===== src/rtl/regfile_sequencer.sv =====
// Command sequencer driving an external 16x8 register file: WRITE, COPY, SWAP and CLEAR
// operations decoded from a small FSM over latched command fields.
module regfile_sequencer #(
   parameter int DATA_W = 8
) (
   input  logic              clk,
   input  logic              reset,
   input  logic              cmdValid,
   output logic              cmdReady,
   input  logic [1:0]        cmdOp,
   input  logic [3:0]        cmdDst,
   input  logic [3:0]        cmdSrc,
   input  logic [DATA_W-1:0] cmdData,
   output logic              busy,
   output logic              done,
   output logic              rfWriteEnable,
   output logic [3:0]        rfWriteAddress,
   output logic [DATA_W-1:0] rfWriteData,
   output logic [3:0]        rfReadAddress1,
   output logic [3:0]        rfReadAddress2,
   input  logic [DATA_W-1:0] rfReadData1,
   input  logic [DATA_W-1:0] rfReadData2
);

   typedef enum logic [1:0] {
      IDLE  = 2'd0,
      EXEC  = 2'd1,
      SWAP2 = 2'd2,
      CLEAR = 2'd3
   } state_t;

   localparam logic [1:0] OP_WRITE = 2'b00;
   localparam logic [1:0] OP_COPY  = 2'b01;
   localparam logic [1:0] OP_SWAP  = 2'b10;
   localparam logic [1:0] OP_CLEAR = 2'b11;

   state_t              state, state_next;
   logic [1:0]          op_q;
   logic [3:0]          dst_q;
   logic [3:0]          src_q;
   logic [DATA_W-1:0]   data_q;
   logic [DATA_W-1:0]   temp_q;
   logic [3:0]          clr_cnt;
   logic                accept;
   logic                swap_two_step;

   assign cmdReady      = (state == IDLE);
   assign busy          = (state != IDLE);
   assign accept        = cmdValid && cmdReady;
   assign swap_two_step = (op_q == OP_SWAP) && (src_q != dst_q);

   always_ff @(posedge clk or negedge reset) begin
      if (!reset) begin
         state   <= IDLE;
         op_q    <= '0;
         dst_q   <= '0;
         src_q   <= '0;
         data_q  <= '0;
         temp_q  <= '0;
         clr_cnt <= '0;
      end else begin
         state <= state_next;
         if (accept) begin
            op_q    <= cmdOp;
            dst_q   <= cmdDst;
            src_q   <= cmdSrc;
            data_q  <= cmdData;
            clr_cnt <= '0;
         end
         // Old dst value is captured on the same edge that overwrites dst with src.
         if (state == EXEC && swap_two_step)
            temp_q <= rfReadData2;
         if (state == CLEAR && clr_cnt != 4'd15)
            clr_cnt <= clr_cnt + 4'd1;
      end
   end

   always_comb begin
      state_next     = state;
      done           = 1'b0;
      rfWriteEnable  = 1'b0;
      rfWriteAddress = '0;
      rfWriteData    = '0;
      rfReadAddress1 = '0;
      rfReadAddress2 = '0;
      case (state)
         IDLE: begin
            if (cmdValid)
               state_next = (cmdOp == OP_CLEAR) ? CLEAR : EXEC;
         end
         EXEC: begin
            state_next = IDLE;
            case (op_q)
               OP_WRITE: begin
                  rfWriteEnable  = 1'b1;
                  rfWriteAddress = dst_q;
                  rfWriteData    = data_q;
                  done           = 1'b1;
               end
               OP_COPY: begin
                  rfReadAddress1 = src_q;
                  rfWriteEnable  = 1'b1;
                  rfWriteAddress = dst_q;
                  rfWriteData    = rfReadData1;
                  done           = 1'b1;
               end
               OP_SWAP: begin
                  rfReadAddress1 = src_q;
                  rfReadAddress2 = dst_q;
                  rfWriteEnable  = 1'b1;
                  rfWriteAddress = dst_q;
                  rfWriteData    = rfReadData1;
                  if (swap_two_step)
                     state_next = SWAP2;
                  else
                     done = 1'b1;
               end
               default: state_next = IDLE;
            endcase
         end
         SWAP2: begin
            rfWriteEnable  = 1'b1;
            rfWriteAddress = src_q;
            rfWriteData    = temp_q;
            done           = 1'b1;
            state_next     = IDLE;
         end
         CLEAR: begin
            rfWriteEnable  = 1'b1;
            rfWriteAddress = clr_cnt;
            rfWriteData    = '0;
            if (clr_cnt == 4'd15) begin
               done       = 1'b1;
               state_next = IDLE;
            end
         end
         default: state_next = IDLE;
      endcase
   end

endmodule


===== config.mk =====
export PLATFORM = sky130hd
export DESIGN_NAME = regfile_sequencer
export DESIGN_NICKNAME = d
export VERILOG_FILES = /design/src/rtl/regfile_sequencer.sv
export SDC_FILE = /design/constraint.sdc
export NUM_CORES = 1
export LEC_CHECK = 0
export CAP_MARGIN = 20
export CORE_MARGIN = 8
export CORE_UTILIZATION = 41
export CTS_CLUSTER_SIZE = 40
export DETAILED_ROUTE_END_ITERATION = 6
export PLACE_DENSITY = 0.76
export SLEW_MARGIN = 20
export SYNTH_ARGS = -nofsm -noshare
export SYNTH_HDL_FRONTEND = slang
export SYNTH_SLANG_ARGS = --single-unit
export TNS_END_PERCENT = 50

===== constraint.sdc =====
create_clock -name clk -period 1.7 [get_ports clk]
set_clock_uncertainty 0.15 [all_clocks]
set_input_delay 0.34 -clock clk [delete_from_list [all_inputs] [get_ports clk]]
set_output_delay 0.34 -clock clk [all_outputs]
set_load 0.005 [all_outputs]

### Word-level counts from Yosys, hierarchy flattened

Index checks and enable logic that the tools add are counted.

* reductions and logical operators: 13
* mux-type cells: 22
* eq/ne operators: 11
* $add $sub $neg: 1

Operator list (number)
* $pmux W8 S2: 2
* $mux W4: 7
* $pmux W4 S3: 1
* $mux W2: 5
* $eq A2 B2 Y1 const B: 4
* $pmux W2 S4: 1
* $reduce_or A2 Y1: 3
* $add A4 B1 Y4 const B: 1
* $eq A2 B1 Y1 const B: 2
* $eq A4 B4 Y1 const B: 1
* $logic_and A1 B1 Y1: 4
* $logic_not A2 Y1: 2
* $ne A4 B4 Y1: 1
* $ne A4 B4 Y1 const B: 1
* $pmux W1 S2: 2
* $reduce_bool A2 Y1: 2
* $mux W1: 3
* $pmux W1 S3: 1
* $reduce_or A3 Y1: 1
* $ne A2 B1 Y1 const B: 1
* $ne A2 B2 Y1 const B: 1
* $reduce_and A2 Y1: 1

* input port bits: 37
* word-level logic and storage cells: 54
* register bits: 32
* output and inout bits: 24

### Depth between registers and ports, before layout

* depth in word-level cells: 5
* gate-level depth with buffers: 7
* mapped depth without buffers: 6

### Worst setup path before layout

No wires, ideal clock.

* path kind: register -> output
* start point: register op_q[0]
* end point: output rfWriteData[0]
* buffers on the path: 1
* arrival time: 1334 ps
* slack: -124 ps
* data required time: 1210 ps
* cell stages (with the launch flop): 7
* cell sequence: dfrtp_1 inv_1 ha_1 clkbuf_1 a22oi_1 o21ai_0 and2_1

* cells in the longest elaborated chain, start to end: 4

RTL lines
* start: declaration: RTL line 38 `logic [1:0] op_q;`
* start signal: assignment: RTL line 64 `op_q <= cmdOp;`
* $eq A2 B2 Y1 or $eq A2 B1 Y1 (tied branches): RTL line 93 `case (op_q)`
* $reduce_or A2 Y1 (no line)
* $pmux W8 S2 (*): RTL line 93
* $pmux W8 S2 (*): RTL line 86 `case (state)`
* end: declaration: RTL line 18 `output logic [DATA_W-1:0] rfWriteData,`

Every way passes the cells marked *; elsewhere a longest branch is shown, timed or not.

### Final worst setup path

* start point: register op_q[1]
* end point: output rfWriteData[4]

Same word-level chain as after synthesis.

==> flow_summary.ini <==
[cells_and_area]
final-instance-count-excl-fill = 339
nets = 333
drive_above_1_share_pct = 56.8
area_growth_pct = 86.9
final_core_util_pct = 79.1
antennaDiodeCount = 0

[detailed_routing]
viasPerCell = 5.65
routed_wl_mm = 7.55
drc_errors = 0
drtAntennaViolNets = 0
drtPass1Iterations = 4
dr_total_vias = 1915
routedWlPerCell_um = 22.3
drtIter0Drc = 107

[flow_run]
max_cap_viol_count = 0

[clocking]
cts_tree = built
ctsHtreeMaxLevel = 2
cts.hold.buffers_added = 0
cts_buffers = 5
numClockSinks = 32
cts_buffer_depth = 2
clk_pin_slew_worst_paths_ns = 0.07
clk_latency_ns = 0.29
cts_root_buf = clkbuf_8

[placement]
place_congestion = 0.789
numPlacedInstances = 303
io_buffers = 60
hpwlAfterDp_mm = 3.96
place_ws_ns = -0.545

[power]
p_clk_share_pct = 8.1
p_per_area_nw_per_um2 = 2000
power_switching_mw = 2.66
p_sw_share_pct = 38.9
leakagePower_nw = 1.59
ir_worst_vdd_mv = 1.35
combPwrFrac_pct = 70.0
pwr-share-seq_pct = 21.9
p_int_mw = 4.19

[die]
dieArea_um2 = 6860
start_util_pct = 42.3
rows = 24
die_w_um = 82.8
pin_count = 61
core-area_um2 = 4320
die_h_um = 82.8

[sta]
layout_setup_ws_ns = -0.670
fin_crit_ns = 2.37
rsz0062_at_grt = true
slew_headroom_pct = 75.3
fin_crit_sh_pct = 139
fmax_mhz = 422
final_max_slew_viol_count = 0
worstMarginPinSlew_ns = 0.368
setup_violations = 53
finalHoldViolCount = 0

[synthesis]
synth_commonest_cells = dfrtp_1 (32), mux2_2 (18), o21ai_0 (13), nand2_1 (12)
synth_nets = 214
yosysMostFrequentCell = dfrtp_1
synth_top_family_by_area = multiplexers
ys_types = 28
synth.avg_cell_area_um2 = 10.9
synth-seq-area-share_pct = 43.8
synth-edff-count = 0
synthXorXnorAreaFrac_pct = 2.39
synth_compound_area_share_pct = 12.9
async_flop_share_pct = 100
synthDominantCellAreaShare_pct = 43.8
syn_inst = 168
synthMuxAreaShare_pct = 18.2
ys_seq_elements = 32
synth-simple-area-share_pct = 12.9
synth_adder_area_share_pct = 6.16
synth.cell_area_um2 = 1830
synth_area_leaders = dfrtp_1 (44%), mux2_2 (11%), mux2_4 (6.6%)
yosysWarnings = 0
ys.flop_type = dfrtp_1
synth_top_area_cell = dfrtp_1

[global_routing]
grt_usage_pct = 19.4
grt_overflow = 0
grt_max_degree = 33
grt_pass1_wl_mm = 9.98
first_global_vias = 1941
antenna_found_initial = 0

[status]
status = finished, violations left
violations = setup timing

[setup_path]
crit_required_ns = 1.21
crit_path_end_kind = output pin
cp_max_fo = 4
r2r_slack_ns = -0.27
arrival_ns = 1.88
rr_worst_depth = 7
r2r-end = temp_q[6]
start_kind = flip-flop
r2r_start = state[1]
worstSetupPathType = reg -> out

[hold_path]
hp-class = in -> async
[layout by cell type, fill, tap and decap left out, types with 8 or more instances in the layout]
cell | Yosys | layout
a22oi_2 | 0 | 9
mux2_4 | 8 | 26
o21ai_1 | 0 | 9
nand2_1 | 12 | 8
buf_6 | 1 | 32
buf_2 | 3 | 14
clkdlybuf4s50_1 | 0 | 36
and2_1 | 10 | 9
buf_4 | 0 | 33
dfrtp_1 | 32 | 30
[sequential cells by signal, indices dropped and copies added, names as in the netlist]
| register | count |
|---|---|
| data_q | 8 |
| state | 2 |
| temp_q | 8 |
| clr_cnt | 4 |
| op_q | 2 |
| dst_q | 4 |
| src_q | 4 |
[cell type report]
type,count,area [um2]
Clock buffer,6,72.6
Clock inverter,1,5.00
Multi-Input combinational cell,121,1310
Inverter,5,21.3
Sequential cell,32,803
Fill cell,233,906
Timing Repair Buffer,122,1140
Tap cell,52,65.1
[cells by family after synthesis]
group | after synthesis
and+or+nand+nor | 46
buffers and inverters | 15
adders and majority gates | 9
DFF | 32
xor gates and xnor gates | 5
muxes | 27
AOI/OAI and AO/OA | 34
[stage by stage]
stage	TNS [ns]	hold WS [ns]	instance area (um2)	total power, mW
floorplan	-0.203	-0.106	1880	2.94
global placement	-13.48	0.340	2750	4.18
detailed placement	-15.11	0.346	2750	4.26
CTS	-11.61	0.268	3190	5.76
global route	-17.07	0.272	3420	7.14
finish	-15.74	0.264	3420	6.85
[metal layers]
metal / wire [um] / GRT usage, %
met1: 2960 / 22.8
met2: 3800 / 32.0
met3: 391 / 4.31
met4: 392 / 10.9
met5: 0 / 0
[timing repair]
| action | in CTS | in global routing |
|---|---|---|
| setup buffers | 17 | 15 |
| setup endpoints to repair | 54 | 53 |
| pin swaps | 15 | 27 |
| endpoints found under the hold margin | 0 | 0 |
| gates cloned | 1 | 0 |
| gates resized for setup | 161 | 57 |
[critical path, stage by stage, from the launching register on]
cell and delay, ns:
dfrtp_1 0.41, inv_2 0.10, ha_4 0.22, buf_6 0.13
buf_6 0.11, a22oi_2 0.20, o21ai_1 0.11, and2_1 0.16
buf_2 0.14
[power by group through the flow]
| stage | logic (mW) | registers (mW) | clock network (mW) |
|---|---|---|---|
| after floorplan | 1.60 | 1.34 | 0 |
| after global placement | 2.81 | 1.37 | 0 |
| after detailed placement | 2.87 | 1.39 | 0 |
| after CTS | 3.80 | 1.40 | 0.562 |
| after global routing | 5.01 | 1.53 | 0.595 |
| final | 4.79 | 1.50 | 0.557 |
[worst max path at each step]
stage / from / end / cells past startpoint
after global routing: op_q[1] / rfWriteData[4] / 8
after detailed placement: src_q[0] / done / 5
final: op_q[1] / rfWriteData[4] / 8
after CTS: state[0] / done / 6
after floorplan: state[0] / data_q[0] / 6
after global placement: op_q[0] / rfWriteEnable / 5
Power figures use the tool's default switching activity.
